--- src/rtl/pipeline_ctrl_pkg.sv ---
// Shared types for the pipeline stall/flush sequencer.
//   pc_state_e   : sequencer FSM state (also exposed on the debug port)
//   stage_ctl_t  : bundle of per-stage enable/bubble controls
//   CTL_*        : the fixed control patterns the sequencer selects between
package pipeline_ctrl_pkg;

    typedef enum logic [1:0] {
        PC_BOOT  = 2'd0,
        PC_RUN   = 2'd1,
        PC_DRAIN = 2'd2
    } pc_state_e;

    // Bit order (MSB..LSB) matches the field order below.
    typedef struct packed {
        logic pc_en;
        logic if_id_en;
        logic if_id_bubble;
        logic id_ex_en;
        logic id_ex_bubble;
        logic ex_mem_en;
        logic mem_wb_bubble;
    } stage_ctl_t;

    // Held while rst_n is low: nothing loads, everything reads as a NOP.
    localparam stage_ctl_t CTL_RESET  = 7'b0010101;
    // Boot: registers load NOPs while the PC stays put.
    localparam stage_ctl_t CTL_BOOT   = 7'b0111111;
    // Normal flow.
    localparam stage_ctl_t CTL_RUN    = 7'b1101010;
    // Data memory busy: freeze everything up to MEM, send a NOP into WB.
    localparam stage_ctl_t CTL_FREEZE = 7'b0000001;
    // Taken branch/jump: redirect PC, squash the two younger instructions.
    localparam stage_ctl_t CTL_CFLUSH = 7'b1111110;
    // Load-use: hold PC and IF/ID, insert one bubble into EX.
    localparam stage_ctl_t CTL_DFLUSH = 7'b0001110;
    // Fetch not available (or being discarded): hold PC, bubble into ID.
    localparam stage_ctl_t CTL_IMISS  = 7'b0111010;

endpackage

--- src/rtl/pipeline_ctrl_if.sv ---
// Handshake/control bundle between the sequencer and the pipeline datapath.
//   master : the sequencer (takes hazard/wait inputs, drives enables/bubbles
//            and the perf counters)
//   slave  : the datapath side
// Handshake: imem_valid is the fetch "valid"; pc_en is its "ready". A fetch
// is consumed only in a cycle where imem_valid=1 and pc_en=1; otherwise the
// imem keeps presenting the same PC. dmem_busy is a plain wait: while it is
// high, no stage before MEM/WB advances.
interface pipeline_ctrl_if #(parameter int CNT_W = 32);
    logic             data_flush;
    logic             ctrl_flush;
    logic             imem_valid;
    logic             dmem_busy;
    logic             pc_en;
    logic             if_id_en;
    logic             if_id_bubble;
    logic             id_ex_en;
    logic             id_ex_bubble;
    logic             ex_mem_en;
    logic             mem_wb_bubble;
    logic [CNT_W-1:0] stall_cnt;
    logic [CNT_W-1:0] flush_cnt;

    modport master (
        input  data_flush, ctrl_flush, imem_valid, dmem_busy,
        output pc_en, if_id_en, if_id_bubble, id_ex_en, id_ex_bubble,
               ex_mem_en, mem_wb_bubble, stall_cnt, flush_cnt
    );

    modport slave (
        output data_flush, ctrl_flush, imem_valid, dmem_busy,
        input  pc_en, if_id_en, if_id_bubble, id_ex_en, id_ex_bubble,
               ex_mem_en, mem_wb_bubble, stall_cnt, flush_cnt
    );
endinterface

--- src/rtl/pipeline_ctrl_sat_counter.sv ---
// Saturating up-counter used for the stall/flush perf counters.
//   clk, rst_n : clock, async active-low reset (clears to 0)
//   inc_i      : add one this cycle (ignored once at all-ones)
//   clr_i      : synchronous clear, wins over inc_i
//   q_o        : current count
module sat_counter #(
    parameter int W = 32
) (
    input  logic         clk,
    input  logic         rst_n,
    input  logic         inc_i,
    input  logic         clr_i,
    output logic [W-1:0] q_o
);
    logic [W-1:0] cnt_q;
    logic [W-1:0] cnt_d;

    always_comb begin
        cnt_d = cnt_q;
        if (clr_i) begin
            cnt_d = '0;
        end else if (inc_i && (cnt_q != '1)) begin
            cnt_d = cnt_q + W'(1);
        end
    end

    always_ff @(posedge clk or negedge rst_n) begin
        if (!rst_n) begin
            cnt_q <= '0;
        end else begin
            cnt_q <= cnt_d;
        end
    end

    assign q_o = cnt_q;
endmodule

--- src/rtl/pipeline_ctrl.sv ---
// Stall/flush sequencer for the 5-stage core.
//   clk, rst_n : clock, async active-low reset
//   bus        : pipeline_ctrl_if.master (hazard/wait inputs in, per-stage
//                enables/bubbles and perf counters out)
//   state_o    : current FSM state, for debug/observation
// Enables and bubbles are combinational from state and inputs so a stall
// takes effect in the cycle its cause is seen.
module pipeline_ctrl
    import pipeline_ctrl_pkg::*;
#(
    parameter int BOOT_CYCLES = 4,
    parameter int CNT_W       = 32
) (
    input  logic              clk,
    input  logic              rst_n,
    pipeline_ctrl_if.master   bus,
    output pc_state_e         state_o
);
    localparam int BW = (BOOT_CYCLES > 1) ? $clog2(BOOT_CYCLES) : 1;
    localparam logic [BW-1:0] BOOT_LAST = BW'(BOOT_CYCLES - 1);

    pc_state_e   state_q, state_d;
    logic [BW-1:0] boot_cnt_q, boot_cnt_d;
    stage_ctl_t  ctl;
    logic        stall_inc;
    logic        flush_inc;

    always_comb begin
        ctl        = CTL_BOOT;
        state_d    = state_q;
        boot_cnt_d = boot_cnt_q;
        flush_inc  = 1'b0;
        case (state_q)
            PC_BOOT: begin
                ctl = CTL_BOOT;
                if (boot_cnt_q == BOOT_LAST) begin
                    state_d = PC_RUN;
                end else begin
                    boot_cnt_d = boot_cnt_q + BW'(1);
                end
            end
            PC_RUN: begin
                // EX is frozen under dmem_busy, so any flush request simply
                // re-presents once the memory access completes.
                if (bus.dmem_busy) begin
                    ctl = CTL_FREEZE;
                end else if (bus.ctrl_flush) begin
                    ctl       = CTL_CFLUSH;
                    flush_inc = 1'b1;
                    // The fetch for the wrong-path PC has not returned yet;
                    // remember to throw it away when it does.
                    if (!bus.imem_valid) begin
                        state_d = PC_DRAIN;
                    end
                end else if (bus.data_flush) begin
                    ctl = CTL_DFLUSH;
                end else if (!bus.imem_valid) begin
                    ctl = CTL_IMISS;
                end else begin
                    ctl = CTL_RUN;
                end
            end
            PC_DRAIN: begin
                // ID/EX holds bubbles here, so neither flush can be live.
                if (bus.dmem_busy) begin
                    ctl = CTL_FREEZE;
                end else begin
                    ctl = CTL_IMISS;
                    if (bus.imem_valid) begin
                        state_d = PC_RUN;
                    end
                end
            end
            default: begin
                state_d = PC_BOOT;
            end
        endcase
        // Outputs must show reset values as soon as rst_n falls, not at the
        // next clock edge.
        if (!rst_n) begin
            ctl = CTL_RESET;
        end
    end

    assign stall_inc = (state_q != PC_BOOT) && !ctl.pc_en;

    always_ff @(posedge clk or negedge rst_n) begin
        if (!rst_n) begin
            state_q    <= PC_BOOT;
            boot_cnt_q <= '0;
        end else begin
            state_q    <= state_d;
            boot_cnt_q <= boot_cnt_d;
        end
    end

    sat_counter #(.W(CNT_W)) u_stall_cnt (
        .clk   (clk),
        .rst_n (rst_n),
        .inc_i (stall_inc),
        .clr_i (1'b0),
        .q_o   (bus.stall_cnt)
    );

    sat_counter #(.W(CNT_W)) u_flush_cnt (
        .clk   (clk),
        .rst_n (rst_n),
        .inc_i (flush_inc),
        .clr_i (1'b0),
        .q_o   (bus.flush_cnt)
    );

    assign bus.pc_en         = ctl.pc_en;
    assign bus.if_id_en      = ctl.if_id_en;
    assign bus.if_id_bubble  = ctl.if_id_bubble;
    assign bus.id_ex_en      = ctl.id_ex_en;
    assign bus.id_ex_bubble  = ctl.id_ex_bubble;
    assign bus.ex_mem_en     = ctl.ex_mem_en;
    assign bus.mem_wb_bubble = ctl.mem_wb_bubble;
    assign state_o           = state_q;
endmodule
--- src/flat_wrapper.sv ---
// flat-port wrapper written by rule: the top's interface ports become plain ports
module pipeline_ctrl_flat import pipeline_ctrl_pkg::*;
#(
    parameter int BOOT_CYCLES = 4,
    parameter int CNT_W       = 32
)
  (clk, rst_n, state_o, bus_data_flush, bus_ctrl_flush, bus_imem_valid, bus_dmem_busy, bus_pc_en, bus_if_id_en, bus_if_id_bubble, bus_id_ex_en, bus_id_ex_bubble, bus_ex_mem_en, bus_mem_wb_bubble, bus_stall_cnt, bus_flush_cnt);
  pipeline_ctrl_if #(.CNT_W(CNT_W)) bus_i ();
  input  logic clk;
  input  logic rst_n;
  output pc_state_e state_o;
  input wire logic [$bits(bus_i.data_flush)-1:0] bus_data_flush;
  input wire logic [$bits(bus_i.ctrl_flush)-1:0] bus_ctrl_flush;
  input wire logic [$bits(bus_i.imem_valid)-1:0] bus_imem_valid;
  input wire logic [$bits(bus_i.dmem_busy)-1:0] bus_dmem_busy;
  output wire logic [$bits(bus_i.pc_en)-1:0] bus_pc_en;
  output wire logic [$bits(bus_i.if_id_en)-1:0] bus_if_id_en;
  output wire logic [$bits(bus_i.if_id_bubble)-1:0] bus_if_id_bubble;
  output wire logic [$bits(bus_i.id_ex_en)-1:0] bus_id_ex_en;
  output wire logic [$bits(bus_i.id_ex_bubble)-1:0] bus_id_ex_bubble;
  output wire logic [$bits(bus_i.ex_mem_en)-1:0] bus_ex_mem_en;
  output wire logic [$bits(bus_i.mem_wb_bubble)-1:0] bus_mem_wb_bubble;
  output wire logic [$bits(bus_i.stall_cnt)-1:0] bus_stall_cnt;
  output wire logic [$bits(bus_i.flush_cnt)-1:0] bus_flush_cnt;
  assign bus_i.data_flush = bus_data_flush;
  assign bus_i.ctrl_flush = bus_ctrl_flush;
  assign bus_i.imem_valid = bus_imem_valid;
  assign bus_i.dmem_busy = bus_dmem_busy;
  assign bus_pc_en = bus_i.pc_en;
  assign bus_if_id_en = bus_i.if_id_en;
  assign bus_if_id_bubble = bus_i.if_id_bubble;
  assign bus_id_ex_en = bus_i.id_ex_en;
  assign bus_id_ex_bubble = bus_i.id_ex_bubble;
  assign bus_ex_mem_en = bus_i.ex_mem_en;
  assign bus_mem_wb_bubble = bus_i.mem_wb_bubble;
  assign bus_stall_cnt = bus_i.stall_cnt;
  assign bus_flush_cnt = bus_i.flush_cnt;
  pipeline_ctrl #(.BOOT_CYCLES(BOOT_CYCLES), .CNT_W(CNT_W)) u_core (.clk(clk), .rst_n(rst_n), .bus(bus_i), .state_o(state_o));
endmodule
--- config.mk ---
export PLATFORM = sky130hd
export DESIGN_NAME = pipeline_ctrl_flat
export DESIGN_NICKNAME = d
export VERILOG_FILES = /design/src/rtl/pipeline_ctrl_pkg.sv /design/src/rtl/pipeline_ctrl_if.sv /design/src/rtl/pipeline_ctrl_sat_counter.sv /design/src/rtl/pipeline_ctrl.sv /design/src/flat_wrapper.sv
export SDC_FILE = /design/constraint.sdc
export NUM_CORES = 1
export LEC_CHECK = 0
export ABC_CLOCK_PERIOD_IN_PS = 5700
export CORE_UTILIZATION = 50
export CTS_BUF_LIST = sky130_fd_sc_hd__clkbuf_4 sky130_fd_sc_hd__clkbuf_8
export DETAILED_ROUTE_END_ITERATION = 10
export PLACE_DENSITY = 0.85
export SETUP_SLACK_MARGIN = 0.02
export SYNTH_ARGS = -nofsm -noshare
export SYNTH_HDL_FRONTEND = slang
export SYNTH_SLANG_ARGS = --single-unit
--- constraint.sdc ---
create_clock -name clk -period 5.7 [get_ports clk]
set_clock_uncertainty 0.15 [all_clocks]
set_input_delay 1.14 -clock clk [delete_from_list [all_inputs] [get_ports clk]]
set_output_delay 1.14 -clock clk [all_outputs]
set_load 0.03 [all_outputs]
==> impl_metrics.env, run 1 <==
export IMPL_yosys_warnings=0
export IMPL_syn_num_nets=332
export IMPL_tightest_slew_ns=0.853
export IMPL_cts_buffers_inserted=9
export IMPL_antenna_left=0
export IMPL_place_hpwl_um=5230
export IMPL_root_buffer="clkbuf_8"
export IMPL_final_setup_viol_count=0
export IMPL_netlist_instances=319
export IMPL_track_usage_pct=21.1
export IMPL_area_growth_pct=30.6
export IMPL_final_nets=416
export IMPL_fmax_ghz=0.236
export IMPL_irDropWorstVdd_mv=0.259
export IMPL_drv_slew=0
export IMPL_overflow=0
export IMPL_worstRegToRegCells=7
export IMPL_r2r_end="u_core.u_stall_cnt.q_o[1]"
export IMPL_initial_core_util_pct=51.7
export IMPL_grt_max_degree=69
export IMPL_min_path_type="flop to flop"
export IMPL_post_cts_resized=0
export IMPL_synth_area_leader_cell="dfrtp_1"
export IMPL_grt_pass1_vias=2516
export IMPL_rows=30
export IMPL_drive_gt1_share_pct=10.5
export IMPL_dp_slack_ns=1.48
export IMPL_pin_count=79
export IMPL_syn_area_per_cell_um2=11.0
export IMPL_powerDensity_mw_per_mm2=339
export IMPL_grtUsageMet3_pct=4.72
export IMPL_yosysSeqAreaShare_pct=48.7
export IMPL_holdWs_ns=0.341
export IMPL_final_hold_viol_count=0
export IMPL_wire_per_inst_um=15.0
export IMPL_grt_pass1_wl_um=12000
export IMPL_power_leakage_nw=2.03
export IMPL_dr_pass1_iters=4
export IMPL_synth_seq_cells=68
export IMPL_synth_area_leaders="dfrtp_1 (49%), xnor2_1 (10%), xor2_1 (3.5%), nand4_1 (3.4%), and3_1 (3.2%)"
export IMPL_die_x_um=85.6
export IMPL_remaining_drc_errors=0
export IMPL_yosysUniqueCellTypes=48
export IMPL_vias_per_cell=5.52
export IMPL_critPathMaxFanout=8
export IMPL_crit_required_ns=4.41
export IMPL_setup_ws_ns=1.47
export IMPL_worstPathArrival_ns=2.94
export IMPL_critPathCaptureType="output pin"
export IMPL_port_buffers=78
export IMPL_critical_path_startpoint_type="primary input"
export IMPL_antenna_cells=0
export IMPL_die_area_mm2=0.00733
export IMPL_r2r_setup_slack_ns=3.09
export IMPL_clock_latency_ns=0.35
export IMPL_timing_rr_start="u_core.state_o[1]"
export IMPL_hold_depth=1
export IMPL_cts_tree="yes"
export IMPL_fin_setup_tns_ns=0
export IMPL_antenna_found_initial=0
export IMPL_cts_buffer_depth=2
export IMPL_holdPathEnd="u_core.boot_cnt_q[0]"
export IMPL_syn_cell_area_mm2=0.00350
export IMPL_via_count=2696
export IMPL_min_delay_start="u_core.boot_cnt_q[0]"
export IMPL_clk_pin_slew_worst_paths_ns=0.07
export IMPL_hold_buffers=0
export IMPL_drt_wl_total_um=7330
export IMPL_timing_max_cap_violations=0
export IMPL_period_share_pct=74.3
export IMPL_rsz0062_at_grt="no"
export IMPL_die_h_um=85.6
export IMPL_grt_use_met1_pct=26.8
export IMPL_core_mm2=0.00676
export IMPL_grt_busiest_layer="met2"
export IMPL_place_congestion=0.809
export IMPL_yosysTopAreaCellShare_pct=48.7
export IMPL_clock_sinks=68
export IMPL_crit_type="primary input to output pin"
export IMPL_drtIter0Drc=113
export IMPL_grtUsageMet2_pct=35.0
export IMPL_htree_levels=3
export IMPL_fin_cells=488
export IMPL_place_inst=472
export IMPL_finalCriticalPeriod_ns=4.23
export IMPL_post_cts_buffers=0
export IMPL_relSlewSlack_pct=43.1
export IMPL_status="completed"
[synthesized netlist by cell type (all sizes together)]
cell	n
and2b	1
and3	20
inv	6
nand3	23
nand2b	3
and3b	1
nor4	1
nand2	29
o31a	1
nand3b	1
a31oi	3
buf	6
and2	7
and4b	3
dfrtp	68
a21oi	4
a211oi	1
o21ai	5
nor3	5
xnor2	41
mux2i	4
mux2	6
o221ai	1
o31ai	2
nand4	21
and4	10
ha	7
nor3b	1
o21a	1
o311ai	1
or3	1
nor2	19
nor2b	2
xor2	14
[cell type report]
cell class | count | area (µm²)
Timing Repair Buffer | 79 | 783
Inverter | 6 | 22.5
Clock inverter | 5 | 83.8
Fill cell | 501 | 2190
Sequential cell | 68 | 1700
Multi-Input combinational cell | 239 | 1720
Clock buffer | 11 | 151
Tap cell | 80 | 100
[through the flow]
stage / total power [mW] / utilization (%) / area, µm²
floorplan: 0.935 / - / 3500
global placement: 1.09 / 64.1 / 4330
detailed placement: 1.10 / 64.1 / 4330
CTS: 1.56 / 67.6 / 4560
global route: 1.63 / 67.6 / 4560
finish: 1.55 / 67.6 / 4560
[metal layers]
metal,wire [µm],part of all wire [%]
met3,351,4.8
met2,3620,49
met5,0,0
met4,163,2.2
met1,3190,44
[kinds of logic (layout without fill, tap and decap cells)]
logic type	count (synthesis)	count (layout)	synth area share, %
AOI/OAI and AO/OA	19	19	3.69
xor gates and xnor gates	55	55	13.8
and+or+nand+nor	148	148	26.1
buffers and inverters	12	101	2.08
muxes	10	10	3.19
DFF	68	68	48.7
adders and majority gates	7	7	2.51
[report_power, final]
part           switching, mW  internal (mW)  total (mW)
clock                  0.184          0.271       0.455
sequential            0.0581          0.527       0.585
combinational          0.299          0.208       0.507
[sequential cells by signal (all words and copies together) (netlist names)]
| register | flops |
|---|---|
| u_core.boot_cnt_q | 2 |
| u_core.u_stall_cnt.q_o | 32 |
| u_core.state_o | 2 |
| u_core.u_flush_cnt.q_o | 32 |
[placed cells by master, fill, tap and decap left out, drive strengths merged]
cell,instances
a211oi,1
a21oi,4
a31oi,3
and2,7
and2b,1
and3,20
and3b,1
and4,10
and4b,3
buf,2
bufinv,2
clkbuf,11
clkdlybuf4s50,77
clkinv,1
clkinvlp,2
dfrtp,68
ha,7
inv,6
mux2,6
mux2i,4
nand2,29
nand2b,3
nand3,23
nand3b,1
nand4,21
nor2,19
nor2b,2
nor3,5
nor3b,1
nor4,1
o21a,1
o21ai,5
o221ai,1
o311ai,1
o31a,1
o31ai,2
or3,1
xnor2,41
xor2,14
[how the worst max path moves through the flow]
| stage | start | to | slack (ns) | depth (start not counted) |
|---|---|---|---|---|
| after global placement | bus_dmem_busy | bus_if_id_bubble | 1.50 | 4 |
| after floorplan | bus_dmem_busy | bus_if_id_bubble | 1.92 | 2 |
| after global routing | bus_dmem_busy | bus_if_id_bubble | 1.42 | 4 |
| after CTS | bus_dmem_busy | bus_if_id_bubble | 1.48 | 4 |
| after detailed placement | bus_dmem_busy | bus_if_id_bubble | 1.48 | 4 |
| final | bus_dmem_busy | bus_if_id_bubble | 1.47 | 4 |
[critical path, cell delays in order]
cell and delay, ns:
clkdlybuf4s50_1 0.52, nand2b_1 0.26, o311ai_0 0.29, clkdlybuf4s50_1 0.73
(Power assumes the default switching activity.)
==> inputs of run 2 (changes only) <==
--- a/config.mk
+++ b/config.mk
@@ -5,7 +5,7 @@
 export SDC_FILE = /design/constraint.sdc
 export NUM_CORES = 1
 export LEC_CHECK = 0
-export ABC_CLOCK_PERIOD_IN_PS = 5700
+export ABC_CLOCK_PERIOD_IN_PS = 4140
 export CORE_UTILIZATION = 50
 export CTS_BUF_LIST = sky130_fd_sc_hd__clkbuf_4 sky130_fd_sc_hd__clkbuf_8
 export DETAILED_ROUTE_END_ITERATION = 10
==> constraint.sdc (replaced) <==
create_clock -name clk -period 4.14 [get_ports clk]
set_clock_uncertainty 0.15 [all_clocks]
set_input_delay 0.828 -clock clk [delete_from_list [all_inputs] [get_ports clk]]
set_output_delay 0.828 -clock clk [all_outputs]
set_load 0.03 [all_outputs]
==> run 2 against run 1 <==
First-iteration DRC count decreased by 27%. Worst setup slack got worse by 0.94 ns. Sequential power increased by 38%. Clock power increased by 13%. Worst hold slack got worse by 0.0069 ns. Total power increased by 30%. Wire length decreased by 2.6%. Sequential share of layout area increased by 0.39 points. Non-clock buffer count unchanged. Die area unchanged. Cell area decreased by 1.0%. Largest cell class unchanged.
==> impl_metrics.env, run 2 (synthesis gave the netlist of run 1 again) <==
export IMPL_status="completed"
export IMPL_min_path_type="flop to flop"
export IMPL_pin_count=79
export IMPL_root_buffer="clkbuf_8"
export IMPL_cts_tree="yes"
export IMPL_place_area_mm2=0.00433
export IMPL_clock_latency_ns=0.35
export IMPL_grt_pass1_vias=2599
export IMPL_final_setup_viol_count=0
export IMPL_remaining_drc_errors=0
export IMPL_p_clk_share_pct=25.5
export IMPL_final_cell_mix="clkdlybuf4s50_1 (77), dfrtp_1 (68), xnor2_1 (41)"
export IMPL_irDropWorstVdd_mv=0.408
export IMPL_worstSetupStartpoint="bus_dmem_busy"
export IMPL_port_buffers=78
export IMPL_powerDensity_mw_per_mm2=445
export IMPL_wire_per_inst_um=14.6
export IMPL_place_hpwl_um=5110
export IMPL_overflow=0
export IMPL_grt_pass1_wl_um=12200
export IMPL_critical_path_startpoint_type="primary input"
export IMPL_power_leakage_nw=2.01
export IMPL_die_x_um=85.6
export IMPL_timing_max_cap_violations=0
export IMPL_p_int_mw=1.28
export IMPL_htree_levels=3
export IMPL_fin_setup_tns_ns=0
export IMPL_cp_endpoint="bus_if_id_bubble"
export IMPL_drt_wl_total_um=7140
export IMPL_antenna_cells=0
export IMPL_r2r_setup_slack_ns=1.55
export IMPL_p_comb_share_pct=34.4
export IMPL_switching_share_pct=36.6
export IMPL_die_area_mm2=0.00733
export IMPL_area_sequential_mm2=0.00170
export IMPL_hold_buffers=0
export IMPL_antenna_left=0
export IMPL_n_fill_cell=505
export IMPL_rsz0062_at_grt="no"
export IMPL_min_delay_start="u_core.u_stall_cnt.q_o[27]"
export IMPL_via_count=2685
export IMPL_place_congestion=0.815
export IMPL_period_share_pct=87.3
export IMPL_holdWs_ns=0.334
export IMPL_r2r_end="u_core.u_stall_cnt.q_o[1]"
export IMPL_critPathMaxFanout=8
export IMPL_dr_pass1_iters=4
export IMPL_fmax_ghz=0.277
export IMPL_relSlewSlack_pct=42.6
export IMPL_final_area_mm2=0.00452
export IMPL_antenna_found_initial=0
export IMPL_track_usage_pct=21.3
export IMPL_power_total_mw=2.01
export IMPL_final_hold_viol_count=0
export IMPL_crit_type="primary input to output pin"
export IMPL_seqPwrFrac_pct=40.2
export IMPL_final_nets=416
export IMPL_post_route_util_pct=66.9
export IMPL_crit_required_ns=3.16
export IMPL_final_common_cell="clkdlybuf4s50_1"
export IMPL_post_cts_buffers=0
export IMPL_tightest_slew_ns=0.861
export IMPL_multiInputGateArea_mm2=0.00172
export IMPL_finalCriticalPeriod_ns=3.62
export IMPL_clock_sinks=68
export IMPL_post_cts_resized=0
export IMPL_critPathCaptureType="output pin"
export IMPL_drv_slew=0
export IMPL_clk_pin_slew_worst_paths_ns=0.07
export IMPL_vias_per_cell=5.50
export IMPL_grt_max_degree=69
export IMPL_hold_depth=1
export IMPL_worstPathArrival_ns=2.64
export IMPL_area_growth_pct=29.2
export IMPL_core_mm2=0.00676
export IMPL_cts_buffer_depth=2
export IMPL_initial_core_util_pct=51.7
export IMPL_die_h_um=85.6
export IMPL_cts_buffers_inserted=9
export IMPL_drtIter0Drc=82
export IMPL_p_sw_uw=737
export IMPL_drive_gt1_share_pct=10.5
export IMPL_rows=30
export IMPL_timing_rr_start="u_core.state_o[1]"
export IMPL_worstRegToRegCells=7
==> run 2: worst min-delay path by stage <==
stage          slack (ns)                         end
5_1_grt              0.36  u_core.u_stall_cnt.q_o[27]
3_5_place_dp         0.32  u_core.u_stall_cnt.q_o[27]
6_report             0.33  u_core.u_stall_cnt.q_o[27]
3_3_place_gp         0.32        u_core.boot_cnt_q[0]
2_1_floorplan        0.30        u_core.boot_cnt_q[0]
4_1_cts              0.33  u_core.u_stall_cnt.q_o[27]
==> run 2: power by group through the flow <==
stage / clock network, mW / registers, mW / logic, mW
global route: 0.553 / 0.817 / 0.747
detailed placement: 0 / 0.819 / 0.695
finish: 0.512 / 0.808 / 0.692
floorplan: 0 / 0.919 / 0.368
CTS: 0.522 / 0.808 / 0.699
global placement: 0 / 0.815 / 0.684
==> run 2: area by class of cell <==
cell class	count	area share (%)
multi-input cells	239	38.1
flip-flops and latches	68	37.7
repair buffers	79	17.3
clock buffers	12	3.66
well taps	80	2.22
clock inverters	4	0.499
inverters	6	0.499
==> run 2: metal layers <==
layer,part of all wire (%),GRT usage (%)
met1,47,27.4
met2,47,34.7
met3,4.6,4.72
met4,1.7,9.09
met5,0,0
==> run 2: through the flow <==
stage / instances / setup slack, ns
detailed placement: 472 / 0.521
global route: 488 / 0.410
CTS: 488 / 0.521
global placement: 472 / 0.562
floorplan: 319 / 0.974
finish: 488 / 0.525
==> run 2: worst max-delay path, stage by stage <==
cell and delay [ns]:
clkdlybuf4s50_1 0.52, nand2b_1 0.25, o311ai_0 0.30, clkdlybuf4s50_1 0.74
==> inputs of run 3 (changes only) <==
--- a/config.mk
+++ b/config.mk
@@ -6,10 +6,10 @@
 export NUM_CORES = 1
 export LEC_CHECK = 0
 export ABC_CLOCK_PERIOD_IN_PS = 4140
-export CORE_UTILIZATION = 50
+export CORE_UTILIZATION = 52
 export CTS_BUF_LIST = sky130_fd_sc_hd__clkbuf_4 sky130_fd_sc_hd__clkbuf_8
 export DETAILED_ROUTE_END_ITERATION = 10
-export PLACE_DENSITY = 0.85
+export PLACE_DENSITY = 0.87
 export SETUP_SLACK_MARGIN = 0.02
 export SYNTH_ARGS = -nofsm -noshare
 export SYNTH_HDL_FRONTEND = slang
==> run 3 against run 2 <==
Largest power group unchanged. Non-clock buffer count is the same. Critical path type unchanged. Global-route usage is 1.0 points higher. The run now ends with DRC left. Combinational power is 1% higher. Sequential power about the same. Final cell count decreased by 0.61%. Cell area unchanged.
==> impl_metrics.env, run 3 (synthesis gave the netlist of run 1 again) <==
export IMPL_finalCriticalPeriod_ns=3.63
export IMPL_die_area_mm2=0.00705
export IMPL_root_buffer="clkbuf_8"
export IMPL_period_share_pct=87.6
export IMPL_final_nets=416
export IMPL_remaining_drc_errors=12
export IMPL_port_buffers=78
export IMPL_powerDensity_mw_per_mm2=453
export IMPL_rsz0062_at_grt="no"
export IMPL_fin_setup_tns_ns=0
export IMPL_crit_type="primary input to output pin"
export IMPL_final_area_mm2=0.00452
export IMPL_drv_slew=0
export IMPL_drtIter0Drc=132
export IMPL_crit_required_ns=3.16
export IMPL_htree_levels=3
export IMPL_final_setup_viol_count=0
export IMPL_area_growth_pct=29.2
export IMPL_track_usage_pct=22.3
export IMPL_grt_pass1_vias=2587
export IMPL_cts_buffer_depth=2
export IMPL_min_path_type="flop to flop"
export IMPL_power_leakage_nw=2.01
export IMPL_cts_tree="yes"
export IMPL_antenna_found_initial=0
export IMPL_die_x_um=84.0
export IMPL_grt_pass1_wl_um=12500
export IMPL_min_delay_start="u_core.u_stall_cnt.q_o[27]"
export IMPL_irDropWorstVdd_mv=0.393
export IMPL_status="finished, violations left"
export IMPL_via_count=2664
export IMPL_cts_buffers_inserted=9
export IMPL_grt_max_degree=69
export IMPL_antenna_left=0
export IMPL_worstSetupStartpoint="bus_dmem_busy"
export IMPL_clock_latency_ns=0.34
export IMPL_post_route_util_pct=70.3
export IMPL_antenna_cells=0
export IMPL_clock_sinks=68
export IMPL_tightest_slew_ns=0.833
export IMPL_final_common_cell="clkdlybuf4s50_1"
export IMPL_r2r_setup_slack_ns=1.49
export IMPL_rows=29
export IMPL_fmax_ghz=0.276
export IMPL_critPathCaptureType="output pin"
export IMPL_drt_wl_total_um=7360
export IMPL_post_cts_buffers=0
export IMPL_die_h_um=84.0
export IMPL_pin_count=79
export IMPL_overflow=0
export IMPL_dr_pass1_iters=8
export IMPL_final_hold_viol_count=0
export IMPL_timing_rr_start="u_core.state_o[1]"
export IMPL_core_mm2=0.00642
export IMPL_timing_max_cap_violations=0
export IMPL_critical_path_startpoint_type="primary input"
export IMPL_drive_gt1_share_pct=10.5
export IMPL_place_congestion=0.825
export IMPL_place_area_mm2=0.00433
export IMPL_post_cts_resized=0
export IMPL_wire_per_inst_um=15.2
export IMPL_failed_checks="DRC"
export IMPL_hold_buffers=0
export IMPL_place_hpwl_um=5210
export IMPL_final_cell_mix="clkdlybuf4s50_1 (77), dfrtp_1 (68), xnor2_1 (41)"
export IMPL_initial_core_util_pct=54.4
export IMPL_relSlewSlack_pct=44.5
export IMPL_worstPathArrival_ns=2.65
export IMPL_power_total_mw=2.05
export IMPL_vias_per_cell=5.49
export IMPL_critPathMaxFanout=8
export IMPL_clk_pin_slew_worst_paths_ns=0.08
-- run 3: changes by cell type in the layout (fill, tap and decap cells not counted), sizes merged --
cell,previous run,this run
bufinv,0,1
clkbuf,12,11
-- run 3: area by class of cell --
class / instances / area, µm²
multi-input combinational: 239 / 1720
tap: 77 / 96.3
sequential: 68 / 1700
timing repair buffer: 79 / 783
clock buffer: 11 / 139
fill: 484 / 1910
inverter: 6 / 22.5
clock inverter: 5 / 52.6
-- run 3: per-layer routing --
layer	global-route usage [%]	up-vias	wire, µm
li1	-	1297	-
met1	30.5	1308	3550
met2	35.1	54	3440
met3	5.04	5	318
met4	7.21	0	54
met5	0	-	0
-- run 3: report_power, final --
group          leakage, nW  switching [mW]  internal [mW]
Clock               0.0999           0.250          0.289
Combinational         1.01           0.416          0.286
Sequential           0.903          0.0802          0.726
Total                 2.01           0.746           1.30
-- run 3: critical path, stage by stage --
cell and delay [ns]:
clkdlybuf4s50_1 0.52, nand2b_1 0.26, o311ai_0 0.30, clkdlybuf4s50_1 0.73
-- run 3: worst paths after layout --
| path | to | cells past startpoint |
|---|---|---|
| min | u_core.u_stall_cnt.q_o[27] | 1 |
| max in group asynchronous | u_core.u_flush_cnt.q_o[12] | 2 |
| min in group asynchronous | u_core.u_flush_cnt.q_o[5] | 2 |
| min reg2reg | u_core.u_stall_cnt.q_o[27] | 1 |
| max | bus_if_id_bubble | 4 |
| max reg2reg | u_core.u_stall_cnt.q_o[1] | 7 |
-- run 3: per-stage QoR --
step	worst slack, ns	instances	hold WS (ns)
final	0.515	485	0.333
after detailed placement	0.508	469	0.323
after global routing	0.419	485	0.358
after global placement	0.547	469	0.317
after floorplan	0.974	319	0.303
after CTS	0.508	485	0.338
